$ cat config.mk
export PLATFORM = sky130hd
export DESIGN_NAME = z80fi_insn_capture
export DESIGN_NICKNAME = d
export VERILOG_FILES = /design/src/rtl/z80fi_capture_pkg.sv /design/src/rtl/z80fi_access_slots.sv /design/src/rtl/z80fi_insn_capture.sv
export SDC_FILE = /design/constraint.sdc
export NUM_CORES = 2
export LEC_CHECK = 0
export BUFFER_PORTS_ARGS = -buffer_cell sky130_fd_sc_hd__buf_2
export CAP_MARGIN = 20
export CORE_AREA = 8 8 315 317
export DETAILED_ROUTE_END_ITERATION = 8
export DIE_AREA = 0 0 323 325
export SYNTH_ARGS = -nofsm -noshare
export SYNTH_HDL_FRONTEND = slang
export SYNTH_HIERARCHICAL = 1
export SYNTH_SLANG_ARGS = --single-unit
$ cat constraint.sdc
create_clock -name clk -period 3.1 [get_ports clk]
set_clock_uncertainty 0.15 [all_clocks]
set_input_delay 0.31 -clock clk [delete_from_list [all_inputs] [get_ports clk]]
set_output_delay 0.31 -clock clk [all_outputs]
set_load 0.005 [all_outputs]
$ cat src/rtl/z80fi_capture_pkg.sv
// Shared types and constants for the z80fi retirement-packet capture block.
// Register index constants locate each 16-bit register inside the packed regs snapshot.
package z80fi_capture_pkg;

   typedef enum logic {
      ST_IDLE    = 1'b0,
      ST_CAPTURE = 1'b1
   } cap_state_t;

   localparam int INSN_MAX_BYTES = 4;
   localparam int MEM_SLOTS      = 2;

   localparam int REG_COUNT = 13;
   localparam int REG_IP    = 0;
   localparam int REG_SP    = 1;
   localparam int REG_IX    = 2;
   localparam int REG_IY    = 3;
   localparam int REG_AF    = 4;
   localparam int REG_BC    = 5;
   localparam int REG_DE    = 6;
   localparam int REG_HL    = 7;
   localparam int REG_AF2   = 8;
   localparam int REG_BC2   = 9;
   localparam int REG_DE2   = 10;
   localparam int REG_HL2   = 11;
   localparam int REG_IR    = 12;

   // Contents of one two-slot access recorder; ovf marks a third or later access.
   typedef struct packed {
      logic        used1;
      logic        used2;
      logic [15:0] addr1;
      logic [15:0] addr2;
      logic [7:0]  data1;
      logic [7:0]  data2;
      logic        ovf;
   } slot_rec_t;

   function automatic int reg_lsb(input int idx);
      return 16 * idx;
   endfunction

endpackage

$ cat src/rtl/z80fi_access_slots.sv
// Two-slot address/data recorder: the first two strobes after a clear are kept, later ones only flag overflow.
// nxt exposes this cycle's updated contents so a retirement can include same-cycle accesses.
module z80fi_access_slots
   import z80fi_capture_pkg::*;
(
   input  logic        clk,
   input  logic        reset,
   input  logic        clear,
   input  logic        strobe,
   input  logic [15:0] addr,
   input  logic [7:0]  data,
   output slot_rec_t   cur,
   output slot_rec_t   nxt
);

   slot_rec_t base;

   always_comb begin
      base = clear ? '0 : cur;
      nxt  = base;
      if (strobe) begin
         if (!base.used1) begin
            nxt.used1 = 1'b1;
            nxt.addr1 = addr;
            nxt.data1 = data;
         end else if (!base.used2) begin
            nxt.used2 = 1'b1;
            nxt.addr2 = addr;
            nxt.data2 = data;
         end else begin
            nxt.ovf = 1'b1;
         end
      end
   end

   always_ff @(posedge clk) begin
      if (reset) cur <= '0;
      else       cur <= nxt;
   end

endmodule

$ cat src/rtl/z80fi_insn_capture.sv
// Assembles one z80fi retirement packet per instruction from fetch, memory and register activity.
// The packet is registered and strobed by z80fi_valid one cycle after insn_done.
module z80fi_insn_capture
   import z80fi_capture_pkg::*;
#(
   parameter int REGS_W = 208
) (
   input  logic              clk,
   input  logic              reset,
   input  logic              insn_start,
   input  logic              fetch_valid,
   input  logic [7:0]        fetch_data,
   input  logic              mem_wr,
   input  logic [15:0]       mem_waddr_in,
   input  logic [7:0]        mem_wdata_in,
   input  logic              mem_rd,
   input  logic [15:0]       mem_raddr_in,
   input  logic [7:0]        mem_rdata_in,
   input  logic              insn_done,
   input  logic [REGS_W-1:0] regs,
   output logic              z80fi_valid,
   output logic [31:0]       z80fi_insn,
   output logic [2:0]        z80fi_insn_len,
   output logic [REGS_W-1:0] z80fi_regs_in,
   output logic [REGS_W-1:0] z80fi_regs_out,
   output logic              z80fi_mem_wr,
   output logic              z80fi_mem_wr2,
   output logic [15:0]       z80fi_mem_waddr,
   output logic [15:0]       z80fi_mem_waddr2,
   output logic [7:0]        z80fi_mem_wdata,
   output logic [7:0]        z80fi_mem_wdata2,
   output logic              z80fi_mem_rd,
   output logic              z80fi_mem_rd2,
   output logic [15:0]       z80fi_mem_raddr,
   output logic [15:0]       z80fi_mem_raddr2,
   output logic [7:0]        z80fi_mem_rdata,
   output logic [7:0]        z80fi_mem_rdata2,
   output logic              z80fi_overflow,
   output logic              z80fi_dropped
);

   localparam logic [2:0] MAX_LEN = 3'(INSN_MAX_BYTES);

   cap_state_t        state_q;
   logic [31:0]       insn_q, insn_n;
   logic [2:0]        len_q, len_n;
   logic              fovf_q, fovf_n;
   logic [REGS_W-1:0] regs_in_q;
   slot_rec_t         wr_cur, wr_nxt, rd_cur, rd_nxt;
   slot_rec_t         wr_pkt, rd_pkt;
   logic [31:0]       insn_pkt;
   logic [2:0]        len_pkt;
   logic              fovf_pkt;
   logic              active, retire;

   // A start always opens a capture, even from IDLE; otherwise only CAPTURE listens.
   assign active = insn_start || (state_q == ST_CAPTURE);
   assign retire = (state_q == ST_CAPTURE) && insn_done;

   z80fi_access_slots u_wr_slots (
      .clk    (clk),
      .reset  (reset),
      .clear  (insn_start),
      .strobe (active && mem_wr),
      .addr   (mem_waddr_in),
      .data   (mem_wdata_in),
      .cur    (wr_cur),
      .nxt    (wr_nxt)
   );

   z80fi_access_slots u_rd_slots (
      .clk    (clk),
      .reset  (reset),
      .clear  (insn_start),
      .strobe (active && mem_rd),
      .addr   (mem_raddr_in),
      .data   (mem_rdata_in),
      .cur    (rd_cur),
      .nxt    (rd_nxt)
   );

   always_comb begin
      insn_n = insn_start ? '0 : insn_q;
      len_n  = insn_start ? '0 : len_q;
      fovf_n = insn_start ? 1'b0 : fovf_q;
      if (active && fetch_valid) begin
         if (len_n < MAX_LEN) begin
            insn_n[{len_n[1:0], 3'b000} +: 8] = fetch_data;
            len_n = len_n + 3'd1;
         end else begin
            fovf_n = 1'b1;
         end
      end
   end

   // On a back-to-back start the same-cycle events belong to the new instruction,
   // so the retiring packet comes from the buffer as it stood before this cycle.
   assign insn_pkt = insn_start ? insn_q : insn_n;
   assign len_pkt  = insn_start ? len_q  : len_n;
   assign fovf_pkt = insn_start ? fovf_q : fovf_n;
   assign wr_pkt   = insn_start ? wr_cur : wr_nxt;
   assign rd_pkt   = insn_start ? rd_cur : rd_nxt;

   always_ff @(posedge clk) begin
      if (reset) begin
         state_q          <= ST_IDLE;
         insn_q           <= '0;
         len_q            <= '0;
         fovf_q           <= 1'b0;
         regs_in_q        <= '0;
         z80fi_valid      <= 1'b0;
         z80fi_dropped    <= 1'b0;
         z80fi_insn       <= '0;
         z80fi_insn_len   <= '0;
         z80fi_regs_in    <= '0;
         z80fi_regs_out   <= '0;
         z80fi_mem_wr     <= 1'b0;
         z80fi_mem_wr2    <= 1'b0;
         z80fi_mem_waddr  <= '0;
         z80fi_mem_waddr2 <= '0;
         z80fi_mem_wdata  <= '0;
         z80fi_mem_wdata2 <= '0;
         z80fi_mem_rd     <= 1'b0;
         z80fi_mem_rd2    <= 1'b0;
         z80fi_mem_raddr  <= '0;
         z80fi_mem_raddr2 <= '0;
         z80fi_mem_rdata  <= '0;
         z80fi_mem_rdata2 <= '0;
         z80fi_overflow   <= 1'b0;
      end else begin
         insn_q        <= insn_n;
         len_q         <= len_n;
         fovf_q        <= fovf_n;
         z80fi_valid   <= retire;
         z80fi_dropped <= (state_q == ST_CAPTURE) && insn_start && !insn_done;
         if (insn_start) regs_in_q <= regs;

         if (retire) begin
            z80fi_insn       <= insn_pkt;
            z80fi_insn_len   <= len_pkt;
            z80fi_regs_in    <= regs_in_q;
            z80fi_regs_out   <= regs;
            z80fi_mem_wr     <= wr_pkt.used1;
            z80fi_mem_wr2    <= wr_pkt.used2;
            z80fi_mem_waddr  <= wr_pkt.addr1;
            z80fi_mem_waddr2 <= wr_pkt.addr2;
            z80fi_mem_wdata  <= wr_pkt.data1;
            z80fi_mem_wdata2 <= wr_pkt.data2;
            z80fi_mem_rd     <= rd_pkt.used1;
            z80fi_mem_rd2    <= rd_pkt.used2;
            z80fi_mem_raddr  <= rd_pkt.addr1;
            z80fi_mem_raddr2 <= rd_pkt.addr2;
            z80fi_mem_rdata  <= rd_pkt.data1;
            z80fi_mem_rdata2 <= rd_pkt.data2;
            z80fi_overflow   <= fovf_pkt | wr_pkt.ovf | rd_pkt.ovf;
         end

         if (insn_start)  state_q <= ST_CAPTURE;
         else if (retire) state_q <= ST_IDLE;
      end
   end

endmodule

Yosys cells after proc, flatten, opt, wreduce, memory -nomap -nowiden --
Index checks and enable logic that the tools add are counted.
Operators by class: $add $sub $neg 2, $mul 0, divide/modulo/power cells 0, magnitude comparators 1, equal/unequal tests 0, shifts and indexed selects 2, mux-type cells 37, bitwise operators 2, reduce and logical (&&, ||, !) cells 9
Operators with widths (count):
- 51-bit two-way mux | 6
- 32-bit two-way mux | 4
- 16-bit two-way mux | 6
- 32-bit bitwise mux | 1
- 8-bit two-way mux | 4
- 8-bit by 7-bit variable shift with 32-bit output, first input constant | 1
- 8-bit by 7-bit variable part select with 32-bit output | 1
- 9-bit two-way mux | 2
- 3-bit two-way mux | 4
- 1-bit two-way mux | 10
- 5-bit negator with 7-bit output | 1
- 1-bit logical AND | 6
- 3-bit by 1-bit adder with 3-bit output, second input constant | 1
- 3-bit < comparator, second input constant | 1
- 1-bit bitwise OR | 2
- 2-bit nonzero test | 1
- 1-bit logical NOT | 1
- 1-bit logical OR | 1
Storage, ports and cells: register bits 901, latch bits 0, bits in writable memories 0, ROM bits 0, input bits 271, output and inout bits 554, word-level logic and storage cells 91, memories 0

Longest topological paths before layout --
depth in word-level cells 7, mapped depth 12

By module --
The synthesis kept the hierarchy.
By module, submodules not included:
- z80fi_insn_capture | times used 1, cells each 3263, area each 28771.3 sq um, seq. area each 15995.3 sq um
- z80fi_access_slots | times used 2, cells each 254, area each 2207.1 sq um, seq. area each 1021.0 sq um

Least setup slack after synthesis --
No wires, ideal clock.
kind input to register, start in insn_start, end reg z80fi_insn[16], setup time 0.086 ns, data arrival time 2.471 ns, data required time 2.864 ns, slack 0.394 ns, stages on the path 9, cell sequence inv_1 -> clkbuf_1 -> clkbuf_1 -> nand2_1 -> ha_1 -> nand4bb_1 -> a2111oi_4 -> a22oi_1 -> a211oi_1
Between the ends: cells in the longest elaborated chain, start to end 7, elaborated cells between the ends (all ways) 12, those cells by class 1 x add/sub; 1 x order compare; 2 x shift; 6 x mux; 2 x reduce/logical
RTL lines:
- start, declared | RTL line z80fi_insn_capture.sv:10 | input logic insn_start,
- 3-bit two-way mux | RTL line z80fi_insn_capture.sv:84 | len_n = insn_start ? '0 : len_q;
- 5-bit negator with 7-bit output | RTL line z80fi_insn_capture.sv:88 | insn_n[{len_n[1:0], 3'b000} +: 8] = fetch_data;
- 8-bit by 7-bit variable part select with 32-bit output / 8-bit by 7-bit variable shift with 32-bit output (equally long branches) | RTL line z80fi_insn_capture.sv:88
- 32-bit bitwise mux | RTL line z80fi_insn_capture.sv:88
- 32-bit two-way mux | RTL line z80fi_insn_capture.sv:87 | if (len_n < MAX_LEN) begin
- 32-bit two-way mux | RTL line z80fi_insn_capture.sv:86 | if (active && fetch_valid) begin
- 32-bit two-way mux * | RTL line z80fi_insn_capture.sv:98 | assign insn_pkt = insn_start ? insn_q : insn_n;
- end signal, assigned | RTL line z80fi_insn_capture.sv:139 | z80fi_insn <= insn_pkt;
- end, declared | RTL line z80fi_insn_capture.sv:22 | output logic [31:0] z80fi_insn,
Every way passes the cells marked *; elsewhere a longest branch is shown, timed or not. A chain may end at the register's enable or synchronous reset.

Final worst setup path --
start in insn_start, end reg z80fi_insn[22]
The elaborated chain is that of the path after synthesis.

==> results.toml <==
[outcome]
status = "finished, final reports clean"

[cts]
postCtsSetupRepairBufs = 0
numCtsBuffers = 98
clk_pin_slew_ns = 0.06
clock_sinks = 901
htree_levels = 3
cts_tree = "yes"
hold_buffers = 272
clk_path_buf_depth = 3
cts_resized = 0
clk_latency_ns = 0.67
cts_root_buffer = "clkbuf_16"

[min_path]
min-delay-start = "regs[65]"
holdPathStages = 4
hold_class = "in2reg"
hold_path_end = "regs_in_q[65]"

[logic_synthesis]
synth-adder-area-share_pct = 0.226
ys_ff_latch = 901
synth-edff-count = 0
yosys.area_share.simple_pct = 17.8
synth_area_per_cell_um2 = 8.80
synth_nets = 4048
synth.top_cell.area_share_pct = 54.4
ys_warn_count = 6
muxShareOfSynthArea_pct = 10.8
synth-xor-area-share_pct = 0.0528
synth_top_family_by_area = "simple AND/OR/NAND/NOR gates"
ys.flop_type = "dfxtp_1"
yosys.area.top_type = "dfxtp_1"
synth.distinct_cells = 46
synth_area_mm2 = 0.0332
async_reset_ff_share_pct = 0
seq_area_frac_synth_pct = 54.4
synth_compound_area_share_pct = 12.0
synthCells = 3771
synthTopCellsByArea = "dfxtp_1, mux2i_1, nand2_1"

[timing]
maxSlewViolCount = 0
setup_violations = 0
period_share_pct = 87.4
hold_viol_final = 0
rsz0062_at_grt = "no"
period_minus_slack_ns = 2.71
setup_tns_ns = 0
worstMarginPinSlew_ns = 0.981
max_freq_ghz = 0.369
worst_slack_ns = 0.392
relSlewSlack_pct = 34.6

[global_routing]
grt_max_degree = 149
grt_pass1_wl_um = 173000
grt_pass1_vias = 28200
grt_overflow = 0
antenna_found_initial = 6
gr-usage-all-layers_pct = 20.7

[place]
dp_hpwl_um = 80000
routabilityCongestion = 0.856
dp_worst_setup_slack_ns = 0.380
place_inst = 5631
io_buffers = 824

[final_layout]
syn2layout_area_growth_pct = 33.8
multi_input_area_mm2 = 0.0136
fin_nets = 5015
drive_gt1_share_pct = 21.9
ff_latch_area_mm2 = 0.0180
layout.cells.non_filler = 6086
final_common_cell = "dfxtp_1"
layout_common_cells = "dfxtp_1, nand2_1, buf_2"
fillCellCount = 9084

[power_and_ir_drop]
pwr-share-seq_pct = 46.3
power.leakage_nw = 19.7
p_clk_share_pct = 44.3
power.share.switching_pct = 24.3
intPower_mw = 20.1
peakVddDrop_v = 0.000470
p_comb_share_pct = 9.5
p_sw_mw = 6.46
p_per_area_mw_per_mm2 = 598

[detailed_routing]
drtAntennaViolNets = 0
vias = 29600
drc = 0
wl_per_cell_um = 18.9
drt_iter0_drc = 1789
first_pass_iters = 7
avgViaCountPerCell = 4.87
routed_wl_um = 115000

[critical_path]
crit_type = "in2reg"
crit_fanout = 19
worstPathRequired_ns = 3.51
r2r-end = "z80fi_insn[22]"
worstPathArrival_ns = 3.12
ff2ff_path_depth = 7
r2r-start = "len_q[0]"
startpoint_type = "primary input"
endpoint_kind = "flip-flop"
rrSetupSlack_ns = 0.44

[die]
die_area_mm2 = 0.105
initial_core_util_pct = 35.2
rows = 113
die_height_um = 325
die_w_um = 323
core_area_mm2 = 0.0942
io_pins = 825

[run]
maxCapViolCount = 0
## cell usage after synthesis (all sizes together) (24+ instances only)
master and instances:
nor2 520, dfxtp 901, inv 53, a21oi 430
a32oi 48, clkbuf 157, buf 144, mux2i 357
a22oi 24, nor2b 51, nand2 863, a211oi 109
## state kept, by name (all words and copies together), names as in the netlist, 3 cells and up
signal	count
z80fi_regs_in	208
z80fi_mem_wdata	8
z80fi_regs_out	208
z80fi_mem_raddr	16
z80fi_insn	32
z80fi_mem_waddr2	16
z80fi_mem_rdata	8
len_q	3
u_rd_slots/cur	51
z80fi_mem_waddr	16
z80fi_mem_rdata2	8
z80fi_mem_raddr2	16
z80fi_mem_wdata2	8
z80fi_insn_len	3
u_wr_slots/cur	51
insn_q	32
regs_in_q	208
## power groups by stage
stage / Clock (mW) / Sequential (mW) / Combinational [mW]
2_1_floorplan: 0 / 12.5 / 1.23
3_3_place_gp: 0 / 12.5 / 2.22
3_5_place_dp: 0 / 12.5 / 2.24
4_1_cts: 12.1 / 12.3 / 2.53
5_1_grt: 12.5 / 12.3 / 2.74
6_report: 11.8 / 12.3 / 2.51
## worst max-delay path, cell delays in order
cell,delay (ns)
dlygate4sd3_1,0.57
buf_8,0.19
nor2b_1,0.17
inv_1,0.12
ha_1,0.46
nand4bb_1,0.20
a2111oi_4,0.66
a22oi_1,0.17
a211oi_1,0.26
## area by class of cell
type	count	share of cell area, %
sequential	901	40.6
multi-input combinational	2516	30.5
timing repair buffer	1168	17.5
clock buffer	148	6.47
tap	1265	3.56
clock inverter	27	0.826
inverter	53	0.448
antenna	8	0.0451
## logic make-up (layout without fill, tap and decap cells)
family                     after synthesis  after routing
other                                    0              8
muxes                                  357            357
adders and majority gates                6              6
and+or+nand+nor                       1491           1491
DFF                                    901            901
AOI/OAI and AO/OA                      660            660
buffers and inverters                  354           1396
xor gates and xnor gates                 2              2
## per-layer routing
metal | track usage [%] | share of wire, %
met1 | 25.3 | 42
met2 | 34.9 | 48
met3 | 4.57 | 6.5
met4 | 8.55 | 4.0
met5 | 0 | 0.011
## per-stage QoR
stage               utilization [%]  power (mW)  area (µm²)  hold slack (ns)
floorplan                         -        13.7       33200            0.281
CTS                            47.1        26.9       44400            0.218
finish                         47.2        26.5       44400            0.285
global placement               40.8        14.7       38400            0.286
detailed placement             40.8        14.8       38400            0.291
global route                   47.1        27.6       44400            0.264
## worst max-delay path by stage
stage	startpoint	end	slack, ns	depth (start not counted)
floorplan	insn_start	z80fi_insn[16]	0.39	9
global placement	insn_start	z80fi_insn[16]	0.43	8
detailed placement	insn_start	z80fi_insn[21]	0.38	8
CTS	len_q[0]	z80fi_insn[22]	0.46	7
global route	insn_start	z80fi_insn[21]	0.24	9
finish	insn_start	z80fi_insn[22]	0.39	9
No activity file was read; power rests on OpenSTA's default activity.
